<file path="config.mk">
export PLATFORM = sky130hd
export DESIGN_NAME = rr_onehot_arbiter_flat
export DESIGN_NICKNAME = d
export VERILOG_FILES = /design/src/rtl/rr_onehot_arbiter_if.sv /design/src/rtl/rr_onehot_arbiter.sv /design/src/flat_wrapper.sv
export SDC_FILE = /design/constraint.sdc
export NUM_CORES = 1
export LEC_CHECK = 0
export CORE_AREA = 2 2 39 41
export DETAILED_ROUTE_END_ITERATION = 8
export DIE_AREA = 0 0 41 43
export GPL_TIMING_DRIVEN = 0
export PLACE_DENSITY = 0.71
export SETUP_SLACK_MARGIN = 0.2
export SLEW_MARGIN = 30
export SYNTH_ARGS = -nofsm -noshare
export SYNTH_HDL_FRONTEND = slang
export SYNTH_SLANG_ARGS = --single-unit
</file>
<file path="constraint.sdc">
create_clock -name clk_i -period 2.4 [get_ports clk_i]
set_input_delay 0.72 -clock clk_i [delete_from_list [all_inputs] [get_ports clk_i]]
set_output_delay 0.72 -clock clk_i [all_outputs]
set_load 0.05 [all_outputs]
</file>
<file path="src/rtl/rr_onehot_arbiter_if.sv">
// rr_onehot_arbiter_if: request/release inputs and registered grant outputs of the round-robin arbiter
interface rr_onehot_arbiter_if #(
  parameter int NUM_REQ = 4
);
  logic [NUM_REQ-1:0]         req_i;
  logic                       done_i;
  logic [NUM_REQ-1:0]         gnt_o;
  logic                       gnt_valid_o;
  logic [$clog2(NUM_REQ)-1:0] gnt_idx_o;
  logic                       timeout_o;
  modport master (output req_i, done_i, input gnt_o, gnt_valid_o, gnt_idx_o, timeout_o);
  modport slave  (input req_i, done_i, output gnt_o, gnt_valid_o, gnt_idx_o, timeout_o);
endinterface

</file>
<file path="src/rtl/rr_onehot_arbiter.sv">
// rr_onehot_arbiter: hold-until-release round-robin arbiter driving a one-hot mux select; ARB_HOLD_LIMIT_EN adds a forced release after MAX_HOLD cycles
module rr_onehot_arbiter #(
  parameter int NUM_REQ  = 4,
  parameter int MAX_HOLD = 16
) (
  input logic                 clk_i,
  input logic                 reset_i,
  rr_onehot_arbiter_if.slave  bus
);
  localparam int IW = $clog2(NUM_REQ);
  typedef enum logic {IDLE, GRANT} state_t;
  state_t             state_q;
  logic [NUM_REQ-1:0] gnt_q;
  logic               valid_q;
  logic [IW-1:0]      idx_q;
  logic [IW-1:0]      ptr_q;
  logic [IW-1:0]      win_d;
  logic               normal_rel;
  logic               forced_rel;
  assign normal_rel      = bus.done_i | ~bus.req_i[idx_q];
  assign bus.gnt_o       = gnt_q;
  assign bus.gnt_valid_o = valid_q;
  assign bus.gnt_idx_o   = idx_q;
  // Cyclic search from ptr: walk offsets high to low so the smallest offset overwrites last and wins
  always_comb begin
    int j;
    win_d = '0;
    for (int i = NUM_REQ - 1; i >= 0; i--) begin
      j = int'(ptr_q) + i;
      j = (j >= NUM_REQ) ? j - NUM_REQ : j;
      if (bus.req_i[j]) win_d = IW'(j);
    end
  end
  // Grant FSM: a release always passes through IDLE so the mux sees a zero select between owners
  always_ff @(posedge clk_i or posedge reset_i) begin
    if (reset_i) begin
      state_q <= IDLE;
      gnt_q   <= '0;
      valid_q <= 1'b0;
      idx_q   <= '0;
      ptr_q   <= '0;
    end else if (state_q == IDLE) begin
      if (|bus.req_i) begin
        state_q <= GRANT;
        gnt_q   <= NUM_REQ'(1) << win_d;
        valid_q <= 1'b1;
        idx_q   <= win_d;
      end
    end else if (normal_rel | forced_rel) begin
      state_q <= IDLE;
      gnt_q   <= '0;
      valid_q <= 1'b0;
      idx_q   <= '0;
      ptr_q   <= (idx_q == IW'(NUM_REQ - 1)) ? '0 : idx_q + 1'b1;
    end
  end
`ifdef ARB_HOLD_LIMIT_EN
  localparam int CW = $clog2(MAX_HOLD);
  logic [CW-1:0] cnt_q;
  logic          timeout_q;
  assign forced_rel    = cnt_q == CW'(MAX_HOLD - 1);
  assign bus.timeout_o = timeout_q;
  // Hold counter sits at zero while idle so each grant starts fresh; timeout flags only releases the limit alone caused
  always_ff @(posedge clk_i or posedge reset_i) begin
    if (reset_i) begin
      cnt_q     <= '0;
      timeout_q <= 1'b0;
    end else begin
      cnt_q     <= (state_q == GRANT) ? cnt_q + 1'b1 : '0;
      timeout_q <= (state_q == GRANT) && forced_rel && !normal_rel;
    end
  end
`else
  logic unused_hold;
  assign unused_hold   = MAX_HOLD > 1;
  assign forced_rel    = 1'b0;
  assign bus.timeout_o = 1'b0;
`endif
endmodule
</file>
<file path="src/flat_wrapper.sv">
// flat-port wrapper written by rule: the top's interface ports become plain ports
module rr_onehot_arbiter_flat 
#(
  parameter int NUM_REQ  = 4,
  parameter int MAX_HOLD = 16
)
  (clk_i, reset_i, bus_req_i, bus_done_i, bus_gnt_o, bus_gnt_valid_o, bus_gnt_idx_o, bus_timeout_o);
  rr_onehot_arbiter_if #(.NUM_REQ(NUM_REQ)) bus_i ();
  input logic clk_i;
  input logic reset_i;
  input wire logic [$bits(bus_i.req_i)-1:0] bus_req_i;
  input wire logic [$bits(bus_i.done_i)-1:0] bus_done_i;
  output wire logic [$bits(bus_i.gnt_o)-1:0] bus_gnt_o;
  output wire logic [$bits(bus_i.gnt_valid_o)-1:0] bus_gnt_valid_o;
  output wire logic [$bits(bus_i.gnt_idx_o)-1:0] bus_gnt_idx_o;
  output wire logic [$bits(bus_i.timeout_o)-1:0] bus_timeout_o;
  assign bus_i.req_i = bus_req_i;
  assign bus_i.done_i = bus_done_i;
  assign bus_gnt_o = bus_i.gnt_o;
  assign bus_gnt_valid_o = bus_i.gnt_valid_o;
  assign bus_gnt_idx_o = bus_i.gnt_idx_o;
  assign bus_timeout_o = bus_i.timeout_o;
  rr_onehot_arbiter #(.NUM_REQ(NUM_REQ), .MAX_HOLD(MAX_HOLD)) u_core (.clk_i(clk_i), .reset_i(reset_i), .bus(bus_i));
endmodule
</file>
# ---- Word-level counts from Yosys, hierarchy flattened
# Index checks and enable logic that the tools add are counted.
dict set report totals {
  regBits 10
  word_cells 66
  output_inout_bits 8
}
dict set report classes {
  reduce_logical 4
  n_mux 35
  bitwise 2
  shifts 1
  magnitude_cmp 9
  eq_ne 2
  addsub 8
}
# op count
set ops {}
lappend ops {{$lt A32 B4 Y1 const B} 4}
lappend ops {{$mux W32} 4}
lappend ops {{$ge A32 B4 Y1 const B} 3}
lappend ops {{$sub A32 B4 Y32 const B} 3}
lappend ops {{$mux W2} 8}
lappend ops {{$mux W1} 15}
lappend ops {{$mux W4} 3}
lappend ops {{$bmux W1 S2} 5}
lappend ops {{$add A2 B2 Y3 const B} 2}
lappend ops {{$reduce_and A2 Y1} 2}
lappend ops {{$reduce_or A4 Y1} 1}
lappend ops {{$shl A1 B2 Y4 const A} 1}
lappend ops {{$sub A2 B3 Y4 const B} 1}
lappend ops {{$add A2 B1 Y3 const B} 1}
lappend ops {{$ge A2 B3 Y1 const B} 1}
lappend ops {{$lt A2 B3 Y1 const B} 1}
lappend ops {{$add A2 B1 Y2 const B} 1}
lappend ops {{$eq A2 B2 Y1 const B} 1}
lappend ops {{$ne A2 B2 Y1 const B} 1}
lappend ops {{$reduce_bool A2 Y1} 1}
lappend ops {{$not A1 Y1} 1}
lappend ops {{$or A1 B1 Y1} 1}

# ---- Longest topological paths before layout
dict set report logic_depth {
  ltp_word 13
  mapped_depth 4
}

# ---- Worst setup path after synthesis
# No wires, ideal clock.
dict set report synth_timing {
  kind {flip-flop to flip-flop}
  from {reg u_core.idx_q[1] (netlist: u_core.bus.gnt_idx_o[1])}
  to {reg u_core.idx_q[0] (netlist: u_core.bus.gnt_idx_o[0])}
  n_path_buf 0
  arrival_ns 1.883
  path_slack_ns 0.396
  path_stages_with_launch 5
  setup_time_ns 0.121
  cell_sequence {dfrtp_1 mux4_2 nor2b_4 mux2_4 a22o_1}
}
dict set report synth_via {
  elab_chain_cells 6
}
# item line_no
set synth_lines {}
lappend synth_lines {{start, declared} rr_onehot_arbiter.sv:15} ;# logic [IW-1:0] idx_q;
lappend synth_lines {{start signal, assigned} rr_onehot_arbiter.sv:47} ;# idx_q <= win_d;
lappend synth_lines {{$bmux W1 S2} rr_onehot_arbiter.sv:20} ;# assign normal_rel = bus.done_i | ~bus.req_i[idx_q];
lappend synth_lines {{$mux W1 (not written as such)} rr_onehot_arbiter.sv:20}
lappend synth_lines {{$not A1 Y1} rr_onehot_arbiter.sv:20}
lappend synth_lines {{$or A1 B1 Y1} rr_onehot_arbiter.sv:20}
lappend synth_lines {{$ne A2 B2 Y1 (no source line)} n/a}
lappend synth_lines {{$reduce_and A2 Y1 (no source line)} n/a}
# Every way passes these cells. The select of a mux whose other input is x is not followed.
# A chain may end at the register's enable or synchronous reset.

# ---- Final worst setup path
dict set report layout_timing {
  from {reg u_core.gnt_q[0] (netlist: u_core.bus.gnt_o[0])}
  to {out bus_gnt_o[0]}
}
# item line_no
set layout_lines {}
lappend layout_lines {{start, declared} rr_onehot_arbiter.sv:13} ;# logic [NUM_REQ-1:0] gnt_q;
lappend layout_lines {{start signal, assigned} rr_onehot_arbiter.sv:45} ;# gnt_q <= NUM_REQ'(1) << win_d;
lappend layout_lines {{end, declared} flat_wrapper.sv:13} ;# output wire logic [$bits(bus_i.gnt_o)-1:0] bus_gnt_o;
# No word-level cell between the ends.

==> flow_summary.ini <==
[status]
outcome = finished, final reports clean

[cells_and_area]
final_cell_mix = dfrtp_1 (10), clkdlybuf4s50_1 (6), dlygate4sd2_1 (5), nor2_1 (4)
final_common_cell = dfrtp_1
final_cells = 80
design_area_sq_um = 726.9
finish.utilization = 0.5253
syn_to_final_growth_pct = 30.86
drive_gt1_frac = 0.1875
antenna_cells = 0
nNetsFinal = 74

[synthesis]
synth-compound-area-share = 0.2320
synth-edff-count = 0
ys_seq_area_frac = 0.4505
syn_area_sq_um = 555.5
yosys.area_share.adder = 0.02252
muxShareOfSynthArea = 0.1059
yosysWarningCount = 0
synthFlopType = dfrtp_1
yosysUniqueCellTypes = 29
synthSimpleGateAreaFrac = 0.1554
syn_nets = 56
avgSynthCellArea_sq_um = 11.57
synth_top_family_by_area = compound AO/OA/AOI/OAI gates
syn_inst = 48
yosys_register_bits = 10
synthArstFlopShare = 1.000
synth-xor-area-share = 0

[placement]
gp_congestion = 0.7590
dp_slack_ns = -0.1456
port_buffers = 13
dp.cells = 77
place.detailed.hpwl_um = 843.5
place_area_sq_um = 705.7

[clock_network]
cts.reportedPaths.clkPinSlew_ns = 0.06
clockRootBuffer = clkbuf_4
cts_buffer_depth = 2
clk-insertion-delay-late_ns = 0.26
cts_tree = built
htreeDepth = 1
cts-buffers-inserted = 3
cts_hold_buf = 0
post_cts_buffers = 0
cts.sinks = 10

[sta]
setup_violations = 0
setup-tns-final_ns = 0
holdWs_ns = 0.4994
setup_ws_ns = 0.2724
fmax_ghz = 0.4700
min_period_ns = 2.128
fin_crit_sh = 0.8865
fin_skew_ns = 0.008393
drv_slew = 0
rsz0062_at_grt = no
slew_headroom = 0.6502
worst_slew_pin_slew_ns = 0.5238
hold_viol = 0

[critical_path]
cp.required_ns = 1.68
critical-path-max-stage-delay_ns = 0.80
crit_arrival_ns = 1.41
cp_num_cells = 1
rr_worst_depth = 4
cp_slowest_cell = clkdlybuf4s50_1
critPathKind = reg -> out
regToRegSetupSlack_ns = 0.66
cp_num_buf_inv = 1
r2r_start = u_core.bus.gnt_idx_o[1]
r2r_end = u_core.bus.gnt_o[3]
crit_family = buffers and inverters
critPathLaunchType = register
critPathMaxFanout = 2
end_kind = output port
crit_chain = clkdlybuf4s50_1

[die]
die_y_um = 43
fp-row-count = 14
die_area_sq_um = 1763
initial_core_util = 0.4014
pin_count = 15
fp.dieW_um = 41
core_area_sq_um = 1384

[grt]
grt_pass1_wl_mm = 1.869
grt_pass1_vias = 392
grt_antenna_before_repair = 0
grt.overflow.total = 0
grt_max_degree = 11
grt_use_total = 0.1672

[routing]
remaining_drc_errors = 0
vias_per_cell = 5.375
drtAntennaViolNets = 0
wl_per_cell_um = 14.00
vias = 430
drt-total-wl_mm = 1.120
dr.pass1.iters = 2
first_iter_violations = 5

[flow_run]
max_cap_violations = 0

[worst_hold_path]
min_path_type = reg -> reg
hp-start = u_core.bus.gnt_o[1]
min_path_cells = 1
hold_end = u_core.bus.gnt_o[1]

[power]
total_leakage_power_nw = 0.3813
vdd_drop_max_mv = 0.7621
cellPowerDensity_nw_per_um2 = 1371
total_power_uw = 996.9
-- what timing repair did --
action | 4_1_cts | 5_1_grt
cloned | 0 | 0
endpoints found under the setup margin | 8 | 6
gates resized for setup | 5 | 2
-- how the worst max path moves through the flow --
stage                                        from                      end  slack [ns]
final                         u_core.bus.gnt_o[0]             bus_gnt_o[0]        0.27
after detailed placement             bus_req_i[3]      u_core.bus.gnt_o[3]       -0.15
after CTS                            bus_req_i[1]      u_core.bus.gnt_o[3]        0.21
after global placement               bus_req_i[3]      u_core.bus.gnt_o[3]       -0.13
after global routing       u_core.bus.gnt_valid_o          bus_gnt_valid_o        0.23
after floorplan           u_core.bus.gnt_idx_o[1]  u_core.bus.gnt_idx_o[0]        0.40
-- synthesized netlist by cell type, types with 2 or more instances --
| master | count | area (sq um) |
|---|---|---|
| nand2_1 | 3 | 11.26 |
| a32o_2 | 2 | 22.52 |
| dfrtp_1 | 10 | 250.2 |
| nor2_1 | 4 | 15.01 |
| nand2b_1 | 2 | 12.51 |
| a22o_1 | 3 | 26.28 |
| inv_1 | 2 | 7.510 |
-- per-layer routing --
metal	up-vias	share of wire	track usage	wire [um]
li1	214	-	-	-
met2	12	0.42	0.2219	471
met5	-	0	0	0
met1	202	0.50	0.2345	557
met3	2	0.062	0.03141	69
met4	0	0.021	0.1200	23
-- registers in the layout, summed over array words and instances, names as in the netlist --
register,cells
u_core.bus.gnt_idx_o,2
u_core.bus.gnt_o,4
u_core.bus.gnt_valid_o,1
u_core.ptr_q,2
u_core.state_q,1
-- kinds of logic after synthesis --
logic type                 count (synthesis)
AOI/OAI and AO/OA                         15
other                                      1
buffers and inverters                      3
and+or+nand+nor                           14
muxes                                      4
adders and majority gates                  1
DFF                                       10
-- cell type report --
class,instances,area (sq um)
Fill cell,139,656.9
Multi-Input combinational cell,35,290.3
Sequential cell,10,250.2
Timing Repair Buffer,13,128.9
Clock buffer,3,22.52
Tap cell,16,20.02
Buffer,1,7.507
Inverter,2,7.507
-- report_power, final --
group | internal [mW] | switching (mW)
clock | 0.0576 | 0.0514
combinational | 0.235 | 0.322
sequential | 0.246 | 0.0846
total | 0.538 | 0.458
Note: power is estimated with default switching activity, not from simulation.
